==> src/rtl/pmc_pkg.sv <==
// pmc_pkg: shared state encoding and pattern-length clamp for pattern_match_ctrl
package pmc_pkg;
  typedef enum logic [1:0] {IDLE = 2'd0, ARMED = 2'd1, DONE = 2'd2} state_e;
  function automatic int unsigned clamp_len(input int unsigned len, input int unsigned max_len);
    return (len == 32'd0) ? 32'd1 : (len > max_len) ? max_len : len;
  endfunction
endpackage

==> src/rtl/bit_window.sv <==
// bit_window: serial shift window with fill count and len-masked pattern compare
module bit_window #(
  parameter int MAX_LEN = 8,
  parameter int LW      = $clog2(MAX_LEN + 1)
) (
  input  logic               clk,
  input  logic               rst_n,
  input  logic               clr,
  input  logic               shift,
  input  logic               din,
  input  logic               overlap,
  input  logic [LW-1:0]      len,
  input  logic [MAX_LEN-1:0] pattern,
  output logic               match
);
  logic [MAX_LEN-1:0] win_q, win_d, win_nx, mask;
  logic [LW-1:0]      fill_q, fill_d, fill_nx;
  // match looks at the post-shift window so the flag lines up with the sampling edge
  always_comb begin
    win_nx  = {win_q[MAX_LEN-2:0], din};
    fill_nx = (fill_q >= len) ? len : fill_q + 1'b1;
    mask    = {MAX_LEN{1'b1}} >> (LW'(MAX_LEN) - len);
    match   = shift && (fill_nx >= len) && (((win_nx ^ pattern) & mask) == '0);
    win_d   = clr ? '0 : shift ? win_nx : win_q;
    fill_d  = clr ? '0 : !shift ? fill_q : (match && !overlap) ? '0 : fill_nx;
  end
  always_ff @(posedge clk) begin
    if (!rst_n) begin
      win_q  <= '0;
      fill_q <= '0;
    end else begin
      win_q  <= win_d;
      fill_q <= fill_d;
    end
  end
endmodule

==> src/rtl/pattern_match_ctrl.sv <==
// pattern_match_ctrl: armed serial pattern detector with match target and idle timeout
module pattern_match_ctrl
  import pmc_pkg::*;
#(
  parameter int MAX_LEN = 8,
  parameter int CNT_W   = 8,
  parameter int TMO_W   = 12
) (
  input  logic                           clk,
  input  logic                           rst_n,
  input  logic                           cfg_we,
  input  logic [MAX_LEN-1:0]             cfg_pattern,
  input  logic [$clog2(MAX_LEN+1)-1:0]   cfg_len,
  input  logic                           cfg_overlap,
  input  logic [CNT_W-1:0]               cfg_target,
  input  logic [TMO_W-1:0]               cfg_timeout,
  input  logic                           arm,
  input  logic                           clear,
  input  logic                           dataIn,
  input  logic                           dataValid,
  output logic                           detected,
  output logic [CNT_W-1:0]               match_count,
  output logic                           busy,
  output logic                           done,
  output logic                           timeout
);
  localparam int LW = $clog2(MAX_LEN + 1);
  state_e             st_q, st_d;
  logic [MAX_LEN-1:0] pat_q;
  logic [LW-1:0]      len_q;
  logic               ovl_q;
  logic [CNT_W-1:0]   tgt_q, cnt_q, cnt_d, cnt_inc;
  logic [TMO_W-1:0]   tmo_q, tcnt_q, tcnt_d, tcnt_inc;
  logic               det_q, det_d, tf_q, tf_d;
  logic               win_clr, shift, hit;
  // arm is ignored while a run is in progress, so data keeps flowing
  assign shift   = (st_q == ARMED) && !clear && dataValid;
  assign win_clr = !clear && arm && (st_q != ARMED);
  assign cnt_inc  = (&cnt_q) ? cnt_q : cnt_q + 1'b1;
  assign tcnt_inc = tcnt_q + 1'b1;
  bit_window #(.MAX_LEN(MAX_LEN), .LW(LW)) u_win (
    .clk     (clk),
    .rst_n   (rst_n),
    .clr     (win_clr),
    .shift   (shift),
    .din     (dataIn),
    .overlap (ovl_q),
    .len     (len_q),
    .pattern (pat_q),
    .match   (hit)
  );
  always_comb begin
    st_d   = st_q;
    cnt_d  = cnt_q;
    tcnt_d = tcnt_q;
    det_d  = 1'b0;
    tf_d   = tf_q;
    if (clear) begin
      st_d = IDLE;
      tf_d = 1'b0;
    end else if (win_clr) begin
      st_d   = ARMED;
      cnt_d  = '0;
      tcnt_d = '0;
      tf_d   = 1'b0;
    end else if (shift) begin
      if (hit) begin
        det_d  = 1'b1;
        cnt_d  = cnt_inc;
        tcnt_d = '0;
        st_d   = (tgt_q != '0 && cnt_inc == tgt_q) ? DONE : ARMED;
      end else begin
        tcnt_d = tcnt_inc;
        st_d   = (tmo_q != '0 && tcnt_inc == tmo_q) ? DONE : ARMED;
        tf_d   = (tmo_q != '0 && tcnt_inc == tmo_q);
      end
    end
  end
  always_ff @(posedge clk) begin
    if (!rst_n) begin
      st_q   <= IDLE;
      cnt_q  <= '0;
      tcnt_q <= '0;
      det_q  <= 1'b0;
      tf_q   <= 1'b0;
    end else begin
      st_q   <= st_d;
      cnt_q  <= cnt_d;
      tcnt_q <= tcnt_d;
      det_q  <= det_d;
      tf_q   <= tf_d;
    end
  end
  always_ff @(posedge clk) begin
    if (!rst_n) begin
      pat_q <= '0;
      len_q <= LW'(1);
      ovl_q <= 1'b0;
      tgt_q <= '0;
      tmo_q <= '0;
    end else if (cfg_we && st_q == IDLE) begin
      pat_q <= cfg_pattern;
      len_q <= LW'(clamp_len(32'(cfg_len), MAX_LEN));
      ovl_q <= cfg_overlap;
      tgt_q <= cfg_target;
      tmo_q <= cfg_timeout;
    end
  end
  assign detected    = det_q;
  assign match_count = cnt_q;
  assign busy        = (st_q == ARMED);
  assign done        = (st_q == DONE);
  assign timeout     = tf_q;
endmodule

==> config.mk <==
export PLATFORM = sky130hd
export DESIGN_NAME = pattern_match_ctrl
export DESIGN_NICKNAME = d
export VERILOG_FILES = /design/src/rtl/pmc_pkg.sv /design/src/rtl/bit_window.sv /design/src/rtl/pattern_match_ctrl.sv
export SDC_FILE = /design/constraint.sdc
export NUM_CORES = 1
export LEC_CHECK = 0
export ABC_AREA = 0
export CAP_MARGIN = 20
export CORE_ASPECT_RATIO = 1.4
export CORE_MARGIN = 2
export CORE_UTILIZATION = 40
export DETAILED_ROUTE_END_ITERATION = 7
export PLACE_DENSITY = 0.6
export SETUP_SLACK_MARGIN = 0.02
export SYNTH_ARGS = -nofsm -noshare
export SYNTH_HDL_FRONTEND = slang
export SYNTH_SLANG_ARGS = --single-unit
==> constraint.sdc <==
create_clock -name clk -period 6.46 [get_ports clk]
set_clock_uncertainty 0.05 [all_clocks]
set_input_delay 1.292 -clock clk [delete_from_list [all_inputs] [get_ports clk]]
set_output_delay 1.292 -clock clk [all_outputs]
set_load 0.01 [all_outputs]
# After elaboration in Yosys (flattened, before gate mapping)
# Index checks and enable logic that the tools add are counted.
totals:
  n_memories: 0
  out_inout_bits: 12
  rom_bits: 0
  word_cells: 76
  latch_bits: 0
  ramBits: 0
  inputBits: 40
  ff_bits: 68
classes:
  n_div: 0
  bitwise_logic: 6
  n_shift: 1
  n_mux: 17
  magnitude_cmp: 3
  multipliers: 0
  add_sub_neg: 4
  n_eq_ne: 5
  n_reduce_logical: 27
ops:
  columns: ["cell", "n"]
  rows:
  - ["$mux 12", 3]
  - ["$mux 8", 4]
  - ["$mux 4", 4]
  - ["$add 12x1->12 const B", 1]
  - ["$eq 12x12->1", 1]
  - ["$reduce_bool 12->1", 1]
  - ["$logic_and 1x1->1", 10]
  - ["$add 8x1->8 const B", 1]
  - ["$and 8x8->8", 1]
  - ["$eq 8x8->1", 1]
  - ["$ge 4x4->1", 2]
  - ["$logic_not 8->1", 1]
  - ["$reduce_and 8->1", 1]
  - ["$reduce_bool 8->1", 1]
  - ["$shr 8x4->8 const A", 1]
  - ["$xor 8x8->8", 1]
  - ["$mux 2", 3]
  - ["$add 4x1->4 const B", 1]
  - ["$gt 4x4->1 const B", 1]
  - ["$logic_not 4->1", 1]
  - ["$not 1->1", 4]
  - ["$reduce_and 2->1", 2]
  - ["$reduce_bool 2->1", 2]
  - ["$reduce_or 2->1", 2]
  - ["other kinds (10)", 13]

# Longest topological paths before layout
# Gate-level depths: netlist of the first run.
depth:
  ltp_word: 8
  mapped_depth: 17
  ltp_nobuf: 15

# Modules after synthesis
# Synthesis of the first run repeated with hierarchy kept, for this count alone.
unflattened:
  cells_unflattened: 513
  area_unflattened_um2: 3995.1
modules_own_cells:
  columns: ["mod", "cells_each", "n_inst", "seq_area_each_um2", "area_per_inst_um2"]
  rows:
  - ["pattern_match_ctrl", 417, 1, 1141.1, 3115.5]
  - ["bit_window", 96, 1, 220.2, 879.6]

# Worst setup path after synthesis of the first run
# No wires, ideal clock.
synth_path:
  path_type: "flip-flop to flip-flop"
  from: "register u_win.fill_q[0]"
  to: "register st_q[0]"
  period_less_slack_ps: 3564
  slack_ps: 2896
  path_stages_with_launch: 15
  arrival_ps: 3378
  setup_ps: 136
  n_path_buf: 0
  required_ps: 6274
  cell_sequence: "dfxtp_1 -> inv_1 -> ha_1 -> nand2b_1 -> a21o_1 -> a21o_1 -> a21oi_1 -> mux2_1 -> ha_1 -> a211o_1 -> a21oi_1 -> or3_1 -> or3_1 -> o41ai_2 -> o32ai_1"
synth_via:
  elab_chain_cells: 8
  elab_cells_between_ends: 9
  classes_between: "add/sub (1); order compare (2); mux (4); reduce/logical (2)"
synth_lines:
  columns: ["element", "line_no", "source"]
  rows:
  - ["from (decl)", "bit_window.sv:17", "logic [LW-1:0] fill_q, fill_d, fill_nx;"]
  - ["from (signal assigned)", "bit_window.sv:33", "fill_q <= fill_d;"]
  - ["$add 4x1->4 or $ge 4x4->1 (tied branches)", "bit_window.sv:21", "fill_nx = (fill_q >= len) ? len : fill_q + 1'b1;"]
  - ["$mux 4 (*)", "bit_window.sv:21", null]
  - ["$ge 4x4->1 (*)", "bit_window.sv:23", "match = shift && (fill_nx >= len) && (((win_nx ^ pattern) & mask) == '0);"]
  - ["$logic_and 1x1->1 (*) (2 in a row)", "bit_window.sv:23", null]
  - ["$mux 2 (*)", "pattern_match_ctrl.sv:67", "if (hit) begin"]
  - ["$mux 1 (*)", "pattern_match_ctrl.sv:66", "end else if (shift) begin"]
  - ["$mux 1 (*)", "pattern_match_ctrl.sv:61", "end else if (win_clr) begin"]
  - ["to (signal assigned)", "pattern_match_ctrl.sv:87", "st_q <= st_d;"]
  - ["to (decl)", "pattern_match_ctrl.sv:28", "state_e st_q, st_d;"]
# Every way passes the cells marked *; elsewhere a longest branch is shown, timed or not. The select of a mux whose other input is x is not followed.
# A chain may end at the register's enable or synchronous reset.

# Worst setup path in the final report of the first run
# Ends and elaborated chain as after synthesis.

==> results of run 1 <==
-- state kept, by name, summed over array words and instances, names as in the netlist --
name / count
pat_q: 8
ovl_q: 1
timeout: 1
detected: 1
tcnt_q: 12
u_win.fill_q: 4
u_win.win_q: 7
len_q: 4
st_q: 2
tmo_q: 12
tgt_q: 8
match_count: 8
-- area by class of cell --
class,count,area (µm²)
clock inverters,5,52.55
clock buffers,11,232.7
inverters,16,60.06
flip-flops and latches,68,1361
multi-input cells,376,2218
fillers,881,4414
well taps,107,133.9
repair buffers,56,555.5
-- worst register-to-register path: stages, from the launching register on --
cell                       delay (ps)
sky130_fd_sc_hd__dfxtp_1          380
sky130_fd_sc_hd__inv_1             80
sky130_fd_sc_hd__ha_1             280
sky130_fd_sc_hd__nand2b_1         150
sky130_fd_sc_hd__a21o_1           180
sky130_fd_sc_hd__a21o_1           170
sky130_fd_sc_hd__a21oi_1          400
sky130_fd_sc_hd__mux2i_1          290
sky130_fd_sc_hd__ha_1             260
sky130_fd_sc_hd__nand2b_1         150
sky130_fd_sc_hd__a211o_1          290
sky130_fd_sc_hd__a21oi_1          150
sky130_fd_sc_hd__o21ai_1           80
sky130_fd_sc_hd__buf_4            250
sky130_fd_sc_hd__or4_1            600
sky130_fd_sc_hd__o41ai_2          100
sky130_fd_sc_hd__o32ai_1          150
-- routing by layer --
| layer | share of wire [%] | global-route usage [%] | up-vias |
|---|---|---|---|
| li1 | - | - | 1768 |
| met1 | 43 | 23.65 | 1608 |
| met2 | 50 | 31.88 | 63 |
| met3 | 3.0 | 3.701 | 23 |
| met4 | 3.4 | 9.921 | 0 |
| met5 | 0 | 0 | - |
-- metrics by stage --
stage | instance area, µm² | utilization [%] | worst slack [ps] | total power, W
2_1_floorplan | 3734 | - | 2896 | 0.0005265
3_3_place_gp | 4314 | 47.78 | 2498 | 0.0005734
3_5_place_dp | 4314 | 47.78 | 2361 | 0.0005756
4_1_cts | 4599 | 50.94 | 2347 | 0.001052
5_1_grt | 4614 | 51.11 | 2087 | 0.001080
6_report | 4614 | 51.11 | 2323 | 0.001038
-- power by group through the flow --
stage	clock network, W	registers, W	logic (W)
after detailed placement	0	0.000456	0.000119
after CTS	0.000484	0.000447	0.000120
after floorplan	0	0.000452	0.0000749
after global routing	0.000496	0.000448	0.000135
after global placement	0	0.000456	0.000118
final	0.000471	0.000447	0.000120
-- cell families (layout without fill, tap and decap cells) --
kind of cell / count (synthesis) / after routing
simple gates: 201 / 201
compound gates: 119 / 119
flops: 68 / 68
buf+inv: 40 / 88
xor+xnor: 33 / 33
fa+ha+maj: 15 / 15
mux: 8 / 8
-- placed cells by master, fill, tap and decap left out, drive strengths merged, types with 7 or more instances in the layout --
cell type and count:
dfxtp 68, nor2b 8, xor2 14, clkbuf 11, clkdlybuf4s50 51, nor2 28
nand3 13, nor4 7, ha 15, inv 15, a21oi 65, o21a 8
o21ai 14, xnor2 19, nand2 97, nor3 14
-- worst paths after layout --
kind / from / slack, ps / endpoint
worst max-delay path: u_win.fill_q[0] / 2320 / st_q[0]
worst min-delay path: len_q[3] / 410 / len_q[3]
worst min register to register: len_q[3] / 410 / len_q[3]
worst max register to register: u_win.fill_q[0] / 2320 / st_q[0]
==> impl_summary.log, run 1 <==
[metrics] status: completed
[metrics] count of endpoints failing setup in the final report: 0
[metrics] achievable clock frequency: 241.7 MHz
[metrics] Initial DRT Pass Iterations: 4
[metrics] number of clock sinks: 68
[metrics] post-synthesis register bit count: 68
[metrics] CTS Hold Buffers Added: 0
[metrics] shortest clock period the worst path allows after layout: 4137 ps
[metrics] top cell type's share of synthesized area: 36.46%
[metrics] synthesis-to-layout area growth: 23.59%
[metrics] pin count of the biggest net entering global routing: 41
[metrics] hold path depth: 2
[metrics] Crit path max-delay family: compound AO/OA/AOI/OAI gates
[metrics] endpoint type of the worst setup path: flop
[metrics] clock group share of total power: 45.4%
[metrics] worst r2r path cells: 16
[metrics] synthesized cell area: 3734 µm²
[metrics] synthesized instance count: 484
[metrics] proportion of total power due to net switching: 23.85%
[metrics] final-report hold violation count: 0
[metrics] vias per inst: 5.418
[metrics] # H-tree levels: 3
[metrics] Slowest Stage Delay on Critical Path: 590 ps
[metrics] number of synthesized flops with an enable pin: 0
[metrics] CP required: 6600 ps
[metrics] Routability Congestion: 0.8617
[metrics] Sum Neg Setup Slack: 0 ps
[metrics] share of synthesized registers carrying an async set or reset: 0%
[metrics] core area: 9029 µm²
[metrics] initial antenna violation count: 0
[metrics] starting utilization of the core area: 41.35%
[metrics] number of placement rows: 41
[metrics] buffer and inverter count on the worst path: 2
[metrics] max-slew violations: 0
[metrics] DRT Wirelength: 9.329 mm
[metrics] number of warnings reported in the yosys synthesis log: 0
[metrics] total congestion overflow after global routing: 0
[metrics] Reg clk slew, reported paths: 50 ps
[metrics] worst relative slew slack: 46.41%
[metrics] Die H: 118.3 µm
[metrics] drt initial violations: 115
[metrics] die outline area: 10130 µm²
[metrics] most frequent cells after synthesis: sky130_fd_sc_hd__nand2_1 (97), sky130_fd_sc_hd__dfxtp_1 (68), sky130_fd_sc_hd__a21oi_1 (65), sky130_fd_sc_hd__nor2_1 (28), sky130_fd_sc_hd__xnor2_1 (19)
[metrics] HPWL after DPL: 6.902 mm
[metrics] wire length of the first global-routing pass: 15.75 mm
[metrics] critical path arrival: 4280 ps
[metrics] Synth Area in Compound Gates: 19.30%
[metrics] Worst Path Max Fanout: 21
[metrics] slowest stage cell on the critical path: sky130_fd_sc_hd__or4_1
[metrics] CTS tree: built
[metrics] count of different cell masters after synthesis: 49
[metrics] detailed-route via count: 3462
[metrics] Diodes inserted: 0
[metrics] class of the worst hold path: reg -> reg
[metrics] Overall Global Routing Usage: 19.36%
[metrics] top-level I/O count: 52
[metrics] main combinational cell family by area after synthesis: simple AND/OR/NAND/NOR gates
[metrics] Clock Latency Late Sink: 330 ps
[metrics] post-synthesis net count: 539
[metrics] post-route fraction of the period consumed by the critical path: 64.04%
[metrics] switching power: 0.0002476 W
[metrics] average routed wire per standard cell: 14.60 µm
[metrics] Bufs on Longest Clock Path: 2
[metrics] number of antenna-violating nets in the routed design: 0
[metrics] Most used DFF post-synth: sky130_fd_sc_hd__dfxtp_1
[metrics] share of total power in combinational logic: 11.6%
[metrics] horizontal die dimension: 85.65 µm
[metrics] Adder-Cell Fraction of Synth Area: 5.027%
[metrics] number of gates on the worst path with buffers counted: 16
[metrics] TritonCTS Buffers: 9
[metrics] synthesized-area fraction occupied by xor and xnor cells: 7.741%
[metrics] simple-gate share of the synthesized area: 25.13%
[metrics] Synth Area per Inst: 7.714 µm²
[metrics] post-CTS setup repair buffer count: 0
[metrics] number of resized instances in the post-cts repair step: 0
[metrics] cell taking the most area after synthesis: sky130_fd_sc_hd__dfxtp_1
[metrics] IO buf count: 51
[metrics] most numerous cell in the Yosys netlist: sky130_fd_sc_hd__nand2_1
[metrics] proportion of synthesized area in mux cells: 2.212%
[metrics] leakage power: 1.709 nW
[metrics] number of cells after detailed placement: 622
[metrics] critical path cell sequence: inv_1 -> ha_1 -> nand2b_1 -> a21o_1 -> a21o_1 -> a21oi_1 -> mux2i_1 -> ha_1 -> nand2b_1 -> a211o_1 -> a21oi_1 -> o21ai_1 -> buf_4 -> or4_1 -> o41ai_2 -> o32ai_1
[metrics] crit start category: flop
[metrics] Fin Hold WS: 408.4 ps
[metrics] Setup CP Type: reg -> reg
[metrics] Flop pwr share: 43.0%
[metrics] number of DRC violations after detailed routing: 0
[metrics] unrepaired setup endpoints after global routing: no
[metrics] maximum VDD drop: 0.0001272 V
[metrics] root buffer cell: sky130_fd_sc_hd__clkbuf_16
[metrics] main area contributors after synthesis: sky130_fd_sc_hd__dfxtp_1 (36%), sky130_fd_sc_hd__nand2_1 (9.8%), sky130_fd_sc_hd__a21oi_1 (8.7%)
[metrics] sequential share of the synthesized area: 36.46%
[metrics] pwr dens: 225.0 nW/µm²
[metrics] transition time at the pin with the least slew margin: 800.9 ps
[metrics] share of cells above drive strength 1: 4.887%
[metrics] number of max-cap violations: 0
[metrics] via count of the first global-routing pass: 3287
[metrics] P_int: 0.0007906 W
[metrics] Final Non-Filler Cells: 639
[metrics] final-stage net count: 582
Power figures use the tool's default switching activity.
==> run 2: changes to the inputs <==
- PLACE_DENSITY: 0.6 -> 0.63
- clock period: 6.46 -> 3.32 ns (I/O delays scaled with it)
==> impl_summary.log, run 2 (synthesis gave the netlist of run 1 again) <==
[metrics] status: completed
[metrics] die outline area: 10130 µm² (unchanged)
[metrics] leakage power: 1.843 nW (+7.8%)
[metrics] starting utilization of the core area: 41.35% (unchanged)
[metrics] final-report hold violation count: 0 (unchanged)
[metrics] initial antenna violation count: 0 (unchanged)
[metrics] Setup CP Type: reg -> reg
[metrics] unrepaired setup endpoints after global routing: yes
[metrics] worst relative slew slack: 56.61% (+10 points)
[metrics] post-route cell area: 4965 µm² (+7.6%)
[metrics] core area: 9029 µm² (unchanged)
[metrics] share of cells above drive strength 1: 13.56% (+8.7 points)
[metrics] shortest clock period the worst path allows after layout: 3316 ps (-821.7 ps)
[metrics] pwr dens: 413.6 nW/µm² (+84%)
[metrics] Clock Latency Late Sink: 330 ps (about the same)
[metrics] endpoint type of the worst setup path: flop
[metrics] CTS tree: built
[metrics] class of the worst hold path: reg -> reg
[metrics] Initial DRT Pass Iterations: 4 (unchanged)
[metrics] number of max-cap violations: 0 (unchanged)
[metrics] total congestion overflow after global routing: 0 (unchanged)
[metrics] achievable clock frequency: 301.6 MHz (+25%)
[metrics] Cell Area, Placed: 4432 µm² (+2.7%)
[metrics] number of antenna-violating nets in the routed design: 0 (unchanged)
[metrics] DRT Wirelength: 9.955 mm (+6.7%)
[metrics] HPWL after DPL: 7.209 mm (+4.4%)
[metrics] final-stage net count: 604 (+3.8%)
[metrics] IO buf count: 51 (unchanged)
[metrics] horizontal die dimension: 85.65 µm (unchanged)
[metrics] Worst Path Max Fanout: 3 (-86%)
[metrics] commonest non-fill, non-tap cell in the layout: sky130_fd_sc_hd__nand2_1
[metrics] Reg clk slew, reported paths: 50 ps (about the same)
[metrics] average routed wire per standard cell: 15.08 µm (+3.3%)
[metrics] drt initial violations: 206 (+79%)
[metrics] Bufs on Longest Clock Path: 2 (unchanged)
[metrics] critical path arrival: 3470 ps (-810 ps)
[metrics] detailed-route via count: 3559 (+2.8%)
[metrics] max-slew violations: 0 (unchanged)
[metrics] CP required: 3480 ps (-3120 ps)
[metrics] Slowest Stage Delay on Critical Path: 520 ps (-70 ps)
[metrics] slowest stage cell on the critical path: sky130_fd_sc_hd__or4_4
[metrics] number of DRC violations after detailed routing: 0 (unchanged)
[metrics] synthesis-to-layout area growth: 32.98%
[metrics] Diodes inserted: 0 (unchanged)
[metrics] count of endpoints failing setup in the final report: 0 (unchanged)
[metrics] TritonCTS Buffers: 9 (unchanged)
[metrics] maximum VDD drop: 0.0003159 V (+150%)
[metrics] crit start category: flop
[metrics] Routability Congestion: 0.8775 (+1.8%)
[metrics] total power after layout: 0.002054 W (+98%)
[metrics] Overall Global Routing Usage: 20.74% (+1.4 points)
[metrics] transition time at the pin with the least slew margin: 645.9 ps (-155.0 ps)
[metrics] top library cells by usage in the layout, fill and taps aside: sky130_fd_sc_hd__nand2_1 (97), sky130_fd_sc_hd__dfxtp_1 (65), sky130_fd_sc_hd__a21oi_1 (61)
[metrics] number of placement rows: 41 (unchanged)
[metrics] # H-tree levels: 3 (unchanged)
[metrics] root buffer cell: sky130_fd_sc_hd__clkbuf_16
[metrics] via count of the first global-routing pass: 3544 (+7.8%)
[metrics] top-level I/O count: 52 (unchanged)
[metrics] Die H: 118.3 µm (unchanged)
[metrics] number of clock sinks: 68 (unchanged)
[metrics] wire length of the first global-routing pass: 16.79 mm (+6.6%)
[metrics] post-route fraction of the period consumed by the critical path: 99.87% (+36 points)
[metrics] pin count of the biggest net entering global routing: 25 (-39%)
[metrics] critical path cell sequence: inv_2 -> ha_4 -> nand2b_4 -> a21o_1 -> a21o_1 -> a21oi_4 -> mux2i_2 -> ha_1 -> nand2b_4 -> a211o_1 -> a21oi_2 -> o21ai_2 -> or4_4 -> o41ai_4 -> o32ai_1
[metrics] vias per inst: 5.392 (-0.47%)
[metrics] largest registers: tcnt_q: 12 flops, tmo_q: 12 flops
run 2: metal layers:
metal	vias to the layer above	routed length, µm	GRT usage, %
met5	-	0	0
met4	0	242	9.127
met3	22	355	4.818
met2	83	5126	35.94
met1	1651	4231	23.89
li1	1803	-	-
run 2: layout make-up:
class	count	area, µm²
Clock buffer	14	284.0
Clock inverter	1	5.005
Fill cell	849	4064
Inverter	16	62.56
Multi-Input combinational cell	376	2382
Sequential cell	68	1365
Tap cell	107	133.9
Timing Repair Buffer	78	732.0
run 2: stage by stage:
| stage | hold slack (ps) | cells | utilization, % | TNS [ps] | setup WS [ps] |
|---|---|---|---|---|---|
| after global placement | 393.9 | 635 | 49.09 | -0.4576 | -0.4576 |
| final | 415.3 | 660 | 54.99 | 0 | 4.416 |
| after global routing | 437.4 | 660 | 54.99 | -760.4 | -168.0 |
| after detailed placement | 407.8 | 635 | 49.09 | -129.1 | -72.42 |
| after floorplan | 381.6 | 484 | - | 0 | 21.17 |
| after CTS | 415.4 | 660 | 53.80 | -38.19 | -22.75 |
run 2: report_power, final:
part	internal, W	switching (W)
Sequential	0.000843	0.0000261
Clock	0.000581	0.000330
Combinational	0.000141	0.000132
run 2: worst paths after layout:
kind	startpoint	end	slack (ps)	cells after the start
worst max-delay path	u_win.fill_q[0]	st_q[0]	4	15
worst min-delay path	pat_q[0]	pat_q[0]	420	2
worst max register to register	u_win.fill_q[0]	st_q[0]	4	15
worst min register to register	pat_q[0]	pat_q[0]	420	2
run 2: what timing repair did:
| action | in CTS | in global routing |
|---|---|---|
| gates resized for setup | 11 | 21 |
| pin swaps | 16 | 19 |
| hold buffers | 0 | 0 |
| endpoints found under the setup margin | 4 | 27 |
| buffers inserted | 10 | 2 |
run 2: critical path: cells and delay by family (launching register included):
kind,cells,cell delay (ps)
fa+ha+maj,2,450
compound gates,8,1280
flops,1,320
buf+inv,1,70
mux,1,250
simple gates,3,770
==> run 3: changes to the inputs <==
- GPL_TIMING_DRIVEN: unset -> 0
- HOLD_SLACK_MARGIN: unset -> 0.05
==> impl_summary.log, run 3 (synthesis gave the netlist of run 1 again) <==
[metrics] violated checks: setup timing
[metrics] Sum Neg Setup Slack: -14.92 ps (-14.92 ps)
[metrics] worst setup slack after placement: -357.1 ps (-284.7 ps)
[metrics] total congestion overflow after global routing: 0 (unchanged)
[metrics] Diodes inserted: 0 (unchanged)
[metrics] P_int: 0.001573 W (+0.50%)
[metrics] number of DRC violations after detailed routing: 0 (unchanged)
[metrics] root buffer cell: sky130_fd_sc_hd__clkbuf_16
[metrics] final-report hold violation count: 0 (unchanged)
[metrics] worst relative slew slack: 32.77% (-24 points)
[metrics] class of the worst hold path: reg -> reg
[metrics] initial antenna violation count: 0 (unchanged)
[metrics] commonest non-fill, non-tap cell in the layout: sky130_fd_sc_hd__nand2_1
[metrics] critical path arrival: 3500 ps (+30 ps)
[metrics] proportion of total power due to net switching: 25.77% (+2.0 points)
[metrics] top-level I/O count: 52 (unchanged)
[metrics] DRT Wirelength: 10.43 mm (+4.8%)
[metrics] share of total power in combinational logic: 13.6% (+0.3 points)
[metrics] pwr dens: 418.4 nW/µm² (+1.1%)
[metrics] IO buf count: 51 (unchanged)
[metrics] largest registers: tcnt_q: 12 flops, tmo_q: 12 flops
[metrics] post-route fraction of the period consumed by the critical path: 100.4% (+0.58 points)
[metrics] number of placement rows: 41 (unchanged)
[metrics] Slowest Stage Delay on Critical Path: 360 ps (-160 ps)
[metrics] max-slew violations: 0 (unchanged)
[metrics] leakage power: 1.845 nW (+0.11%)
[metrics] share of the core filled with cells: 56.11% (+1.1 points)
[metrics] average routed wire per standard cell: 15.57 µm (+3.2%)
[metrics] vias per inst: 5.457 (+1.2%)
[metrics] Worst Path Max Fanout: 3 (unchanged)
[metrics] crit start category: flop
[metrics] transition time at the pin with the least slew margin: 1002 ps (+355.8 ps)
[metrics] Flop pwr share: 41.0% (-1.3 points)
[metrics] Overall Global Routing Usage: 21.41% (+0.67 points)
[metrics] Initial DRT Pass Iterations: 4 (unchanged)
[metrics] number of antenna-violating nets in the routed design: 0 (unchanged)
[metrics] synthesis-to-layout area growth: 35.69%
[metrics] horizontal die dimension: 85.65 µm (unchanged)
[metrics] achievable clock frequency: 299.9 MHz (-0.58%)
[metrics] status: finished with violations
[metrics] core area: 9029 µm² (unchanged)
[metrics] top library cells by usage in the layout, fill and taps aside: sky130_fd_sc_hd__nand2_1 (97), sky130_fd_sc_hd__dfxtp_1 (64), sky130_fd_sc_hd__a21oi_1 (58)
[metrics] Bufs on Longest Clock Path: 2 (unchanged)
[metrics] TritonCTS Buffers: 9 (unchanged)
[metrics] share of cells above drive strength 1: 14.74% (+1.2 points)
[metrics] number of clock sinks: 68 (unchanged)
[metrics] CP required: 3480 ps (about the same)
[metrics] count of endpoints failing setup in the final report: 1 (+1)
[metrics] endpoint type of the worst setup path: flop
[metrics] pin count of the biggest net entering global routing: 14 (-44%)
[metrics] starting utilization of the core area: 41.35% (unchanged)
[metrics] Routability Congestion: 0.9626 (+9.7%)
[metrics] die outline area: 10130 µm² (unchanged)
[metrics] wire length of the first global-routing pass: 17.13 mm (+2.0%)
[metrics] switching power: 0.0005462 W (+12%)
[metrics] HPWL after DPL: 7.679 mm (+6.5%)
[metrics] number of max-cap violations: 0 (unchanged)
[metrics] maximum VDD drop: 0.0002636 V (-17%)
[metrics] Setup CP Type: reg -> reg
[metrics] final-stage net count: 613 (+1.5%)
[metrics] critical path cell sequence: ha_4 -> nand2b_4 -> a21o_1 -> a21o_1 -> a21oi_4 -> buf_4 -> mux2_4 -> ha_4 -> a211o_1 -> a21oi_2 -> or3_4 -> or3_4 -> o41ai_4 -> o32ai_1
[metrics] unrepaired setup endpoints after global routing: yes
[metrics] CTS Hold Buffers Added: 0 (unchanged)
[metrics] drt initial violations: 147 (-29%)
[metrics] worst-case setup margin in the final layout: -14.92 ps (-19.34 ps)
[metrics] final-layout fill cell count: 867 (+2.1%)
[metrics] shortest clock period the worst path allows after layout: 3335 ps (+19.34 ps)
[metrics] Clock Latency Late Sink: 340 ps (about the same)
[metrics] Reg clk slew, reported paths: 60 ps (about the same)
[metrics] clock group share of total power: 45.4% (+1.0 points)
[metrics] CTS tree: built
[metrics] slowest stage cell on the critical path: sky130_fd_sc_hd__dfxtp_4
[metrics] detailed-route via count: 3656 (+2.7%)
[metrics] # H-tree levels: 3 (unchanged)
[metrics] Die H: 118.3 µm (unchanged)
[metrics] via count of the first global-routing pass: 3601 (+1.6%)
-- run 3: cell types whose count changed in the layout (fill, tap and decap cells not counted), sizes merged --
cell / change
clkinvlp: +2
buf: -9
bufinv: +1
inv: +1
clkbuf: +13
clkinv: +2
-- run 3: area by class of cell --
cell class                      instances  area, µm²  share of cell area [%]
Tap cell                              107      133.9                   2.643
Inverter                               16      67.56                   1.334
Clock buffer                            9      225.2                   4.446
Buffer                                 24      135.1                   2.667
Multi-Input combinational cell        376       2436                   48.09
Sequential cell                        68       1369                   27.02
Clock inverter                          7      76.32                   1.507
Timing Repair Buffer                   63      623.1                   12.30
-- run 3: layer usage --
layer | global-route usage, % | routed length, µm | vias up
li1 | - | - | 1840
met1 | 24.00 | 4236 | 1729
met5 | 0 | 0 | -
met3 | 3.701 | 387 | 16
met4 | 8.730 | 240 | 0
met2 | 39.06 | 5567 | 71
-- run 3: path summary, 6_finish.rpt --
| kind | startpoint | endpoint | slack [ps] | depth (start not counted) |
|---|---|---|---|---|
| worst max register to register | len_q[0] | st_q[0] | -10 | 14 |
| worst min register to register | ovl_q | ovl_q | 410 | 2 |
| worst max-delay path | len_q[0] | st_q[0] | -10 | 14 |
| worst min-delay path | ovl_q | ovl_q | 410 | 2 |
-- run 3: repair_timing --
action	4_1_cts	5_1_grt
endpoints found under the setup margin	28	27
resized for setup	33	31
hold endpoints to repair	0	0
setup buffers	8	3
cloned	0	1
pin swaps	19	22
-- run 3: power by group through the flow --
| stage | logic [W] | registers (W) | clock network (W) |
|---|---|---|---|
| after global routing | 0.000318 | 0.000873 | 0.00101 |
| after detailed placement | 0.000245 | 0.000887 | 0 |
| after floorplan | 0.000152 | 0.000879 | 0 |
| final | 0.000287 | 0.000870 | 0.000962 |
| after global placement | 0.000242 | 0.000887 | 0 |
| after CTS | 0.000275 | 0.000869 | 0.000977 |
-- run 3: per-stage QoR --
step / instances / instance area (µm²) / total power (W) / hold WS [ps]
finish: 670 / 5066 / 0.002120 / 411.2
global route: 670 / 5066 / 0.002204 / 441.8
CTS: 666 / 4927 / 0.002122 / 412.3
detailed placement: 642 / 4402 / 0.001132 / 398.9
global placement: 642 / 4402 / 0.001128 / 387.8
floorplan: 484 / 3757 / 0.001030 / 381.6
-- run 3: critical path, delay by kind of cell (launching register included) --
family / cells / cell delay (ps)
AO/OA/AOI/OAI: 7 / 1040
AND/OR/NAND/NOR: 3 / 800
adder cells (fa/ha/maj): 2 / 490
flip-flops: 1 / 360
multiplexers: 1 / 310
buffers and inverters: 1 / 140
==> RTL change 1, RTL diff (config.mk and constraints of run 3) <==
Encoding of `state_e`: now one-hot (3 bits for 3 states).
--- a/src/rtl/pmc_pkg.sv
+++ b/src/rtl/pmc_pkg.sv
@@ -1,6 +1,6 @@
 // pmc_pkg: shared state encoding and pattern-length clamp for pattern_match_ctrl
 package pmc_pkg;
-  typedef enum logic [1:0] {IDLE = 2'd0, ARMED = 2'd1, DONE = 2'd2} state_e;
+  typedef enum logic [2:0] {IDLE = 3'b001, ARMED = 3'b010, DONE = 3'b100} state_e;
   function automatic int unsigned clamp_len(input int unsigned len, input int unsigned max_len);
     return (len == 32'd0) ? 32'd1 : (len > max_len) ? max_len : len;
   endfunction
Behaviour: no difference found for any inputs over 4 cycles, from zero or initial values and one cycle with rst_n low; so few cycles prove little.
==> RTL change 1 against run 3 <==
  * Routed wire length increased by 1.7%
  * Setup slack improved by 0.032 ns
  * Sequential cell count increased by 1
  * Cell area increased by 0.54%
  * Die area increased by 4.1%
  * Sequential share of layout area increased by 0.22 points
  * Non-clock buffer count increased by 4
  * Largest power group is now registers
  * Clock power decreased by 11%
  * Synthesized area increased by 4.3%
  * Total power decreased by 2.7%
  * Core utilization decreased by 2.3 points
==> RTL change 1: results (changes against run 3) <==
* Max incr delay on CP at 0.33 ns (-0.03 ns)
* Routed WL at 10,600 µm (+1.7%)
* Post-route insts no fill at 666 (-0.60%)
* Largest cells by area after synthesis: dfxtp_1 (35%), nand2_1 (8.8%), xnor2_1 (7.0%)
* NumNets Final at 607 (-0.98%)
* DR WL met3 at 327 µm (-16%)
* Sw Ratio at 25.3% (-0.43 points)
* Ratio of cells with drive above 1 in the final layout at 11.9% (-2.9 points)
* Leak Pwr at 1.85 nW (+0.38%)
* Synth Flop Type: dfxtp_1
* DPL Wire Length at 7640 µm (-0.48%)
* Synth Net Count at 527 (-2.2%)
* Data arrival, critical path at 3.54 ns (+0.04 ns)
* Routability Congestion at 0.885 (-8.1%)
* Vias in the first global route at 3,554 (-1.3%)
* Worst skew pair latency at 0.34 ns (about the same)
* Met2 WL at 5570 µm (about the same)
* GR Util All Layers at 20.7% (-0.68 points)
* Max-Slew Margin vs Limit at 42.5% (+9.8 points)
* Status: complete, no violations
* WL met1 at 4310 µm (+1.8%)
* Seq/Total Area, Yosys at 35.5% (-0.97 points)
* Top cells by count, synth: nand2_1 (91), dfxtp_1 (69), a21boi_0 (34)
* Peak supply drop at 263 µV (-0.20%)
* Vias per cell at 5.42 (-0.64%)
* First-pass GRT wire length at 17,000 µm (-0.48%)
* DRT iter0 DRCs at 222 (+51%)
* Syn avg cell area at 8.25 µm² (+6.9%)
* Count of different cell masters after synthesis at 62 (+27%)
## RTL change 1: changes by cell type in the layout (fill, tap and decap cells not counted), sizes merged, moves of 6 or more
cell | run 3 | this run
a21boi | 0 | 35
a21oi | 65 | 26
and3b | 0 | 6
inv | 16 | 10
nand2 | 97 | 91
nor3 | 14 | 8
o211ai | 0 | 8
o21a | 8 | 1
o21ai | 14 | 22
xnor2 | 19 | 31
xor2 | 14 | 8
## RTL change 1: critical path, delay by kind of cell, from the launching register on
| kind | cells | cell delay (ns) |
|---|---|---|
| adder cells (fa/ha/maj) | 2 | 0.48 |
| AO/OA/AOI/OAI | 9 | 1.50 |
| flip-flops | 1 | 0.33 |
| buffers and inverters | 3 | 0.32 |
| AND/OR/NAND/NOR | 4 | 0.57 |
## RTL change 1: layer usage
metal | GRT usage [%] | vias to the layer above
met2 | 36.6 | 73
li1 | - | 1809
met3 | 3.48 | 27
met4 | 11.7 | 0
met1 | 22.9 | 1702
met5 | 0 | -
## RTL change 1: final timing paths
kind                         from      end  slack, ns  cells after the start
setup / recovery  u_win.fill_q[0]  st_q[2]       0.02                     18
hold / removal            timeout  timeout       0.42                      2
setup reg to reg  u_win.fill_q[0]  st_q[2]       0.02                     18
hold reg to reg           timeout  timeout       0.42                      2
## RTL change 1: cells by family (layout without fill, tap and decap cells)
| kind of cell | count (synthesis) | in the layout | share of synthesized area [%] |
|---|---|---|---|
| buffers and inverters | 32 | 116 | 3.54 |
| xor gates and xnor gates | 39 | 39 | 8.78 |
| DFF | 69 | 69 | 35.5 |
| muxes | 6 | 6 | 1.61 |
| AOI/OAI and AO/OA | 119 | 119 | 21.1 |
| adders and majority gates | 15 | 15 | 4.82 |
| and+or+nand+nor | 192 | 192 | 24.7 |
## RTL change 1: layout make-up
type | count | area, µm²
multi-input combinational | 371 | 2510
clock buffer | 13 | 250
inverter | 10 | 37.5
timing repair buffer | 69 | 657
buffer | 22 | 106
sequential | 69 | 1390
fill | 880 | 4370
tap | 110 | 138
clock inverter | 2 | 10.0
## RTL change 1: power by group through the flow
stage               sequential [mW]  clock, mW  combinational, mW
detailed placement            0.899          0              0.254
CTS                           0.881      0.873              0.302
global placement              0.898          0              0.249
finish                        0.882      0.859              0.321
floorplan                     0.890          0              0.160
global route                  0.884      0.912              0.349
## RTL change 1: repair_timing
item	CTS	global route
resized for setup	21	15
setup buffers	12	5
gates cloned	0	1
endpoints found under the setup margin	24	23
pin swaps	10	1
## RTL change 1: metrics by stage
step / cell area (µm²) / setup TNS [ns] / setup WS [ns]
finish: 5090 / 0 / 0.0175
global route: 5090 / -1.22 / -0.135
detailed placement: 4550 / -5.36 / -0.528
CTS: 5000 / 0 / 0.0479
floorplan: 3900 / 0 / 0.102
global placement: 4540 / -4.84 / -0.518
==> RTL change 2, RTL diff (flow settings as in run 3) <==
Made on the original files. Set the parameter `TMO_W` to 18 (it was 12).
--- a/src/rtl/pattern_match_ctrl.sv
+++ b/src/rtl/pattern_match_ctrl.sv
@@ -4,7 +4,7 @@
 #(
   parameter int MAX_LEN = 8,
   parameter int CNT_W   = 8,
-  parameter int TMO_W   = 12
+  parameter int TMO_W   = 18
 ) (
   input  logic                           clk,
   input  logic                           rst_n,
Interface: changed (resized cfg_timeout); port bits go from 52 to 58. No check against the original RTL was run, so the function may have changed too.
==> RTL change 2 against run 3 <==
  * The flow still finishes with violations (setup timing)
  * Sequential cell count increased by 12
  * Critical path depth increased by 1
  * Routed wire length increased by 37%
  * First-iteration DRC count increased by 13%
  * Synthesized area increased by 26%
  * Setup slack got worse by 0.20 ns
  * Total power increased by 16%
  * Cell area increased by 27%
==> RTL change 2: results (changes against run 3) <==
* Clock buf count at 11 (+2)
* Vias in the first global route at 4,561 (+27%)
* Count of different cell masters after synthesis at 56 (+14%)
* Seq/Total Area, Yosys at 34.1% (-2.3 points)
* Multi-input gate count at 464 (+23%)
* Signal buffers at 114 (+31%)
* Footprint of the multi-input gates at 3240 µm² (+33%)
* Worst Hold Launch: u_win.win_q[6]
* Peak supply drop at 221 µV (-16%)
* Setup WS post-layout at -0.215 ns (-0.200 ns)
* DRT iter0 DRCs at 166 (+13%)
* CP max stage cell: or4_4
* Dpl cell area at 5490 µm² (+25%)
* FF/Latch Area at 1610 µm² (+17%)
* Status: finished with violations
* Dpl cells at 793 (+24%)
* Ratio of cells with drive above 1 in the final layout at 15.7% (+0.98 points)
* First-pass GRT wire length at 22,400 µm (+31%)
* Worst path depth at 15 (+1)
* NumNets Final at 743 (+21%)
* GR Util All Layers at 22.8% (+1.4 points)
* # setup viols final at 26 (+25)
* Vias per cell at 5.49 (+0.69%)
* Multi-input logic portion of the cell area at 50.3% (+2.2 points)
* Violated checks: setup timing
* Min-Delay Endpoint: u_win.win_q[6]
* Data arrival, critical path at 3.72 ns (+0.22 ns)
* Top cells by count, synth: nand2_1 (109), dfxtp_1 (80), a21boi_0 (44)
* Slew @ Worst Pin at 0.849 ns (-0.153 ns)
* Max incr delay on CP at 0.44 ns (+0.08 ns)
* Registers with the most flip-flops: tcnt_q x18, tmo_q x18
[RTL change 2: cell count changes after synthesis, sizes merged, moves of 7 or more]
cell	change
a21boi	+44
a21oi	-32
dfxtp	+12
nand2	+12
nor2b	+12
nor4	+7
o21ai	+17
xnor2	+14
[RTL change 2: metrics by stage]
stage          total power [mW]  utilization (%)  TNS (ns)  hold slack, ns  setup slack, ns
4_1_cts                    2.45             55.0     -3.18           0.418           -0.277
5_1_grt                    2.54             56.6     -5.03           0.455           -0.282
6_report                   2.45             56.6     -1.65           0.419           -0.215
2_1_floorplan              1.22                -  -0.00779           0.398         -0.00779
3_3_place_gp               1.35             48.1     -7.59           0.406           -0.435
3_5_place_dp               1.35             48.1     -8.30           0.410           -0.446
[RTL change 2: logic make-up after synthesis]
group                      count (synthesis)  synth area share [%]
and+or+nand+nor                          245                  26.3
AOI/OAI and AO/OA                        144                  19.9
DFF                                       80                  34.1
xor gates and xnor gates                  49                  9.15
buffers and inverters                     48                  4.11
adders and majority gates                 15                  4.00
muxes                                     11                  2.37
[RTL change 2: metal layers]
| metal | GRT usage (%) | wire length [µm] | vias up |
|---|---|---|---|
| li1 | - | - | 2258 |
| met1 | 25.7 | 5700 | 2180 |
| met2 | 40.1 | 7590 | 94 |
| met3 | 4.35 | 599 | 34 |
| met4 | 11.0 | 388 | 0 |
| met5 | 0 | 0 | - |
[RTL change 2: what timing repair did]
| action | CTS | global route |
|---|---|---|
| setup endpoints to repair | 34 | 33 |
| setup buffers | 13 | 5 |
| gates cloned | 3 | 1 |
| resized for setup | 78 | 28 |
| pin swaps | 29 | 39 |
[RTL change 2: report_power, final]
part	internal (mW)	switching (mW)	total, mW
Sequential	0.990	0.0353	1.03
Combinational	0.183	0.176	0.359
Clock	0.659	0.406	1.07
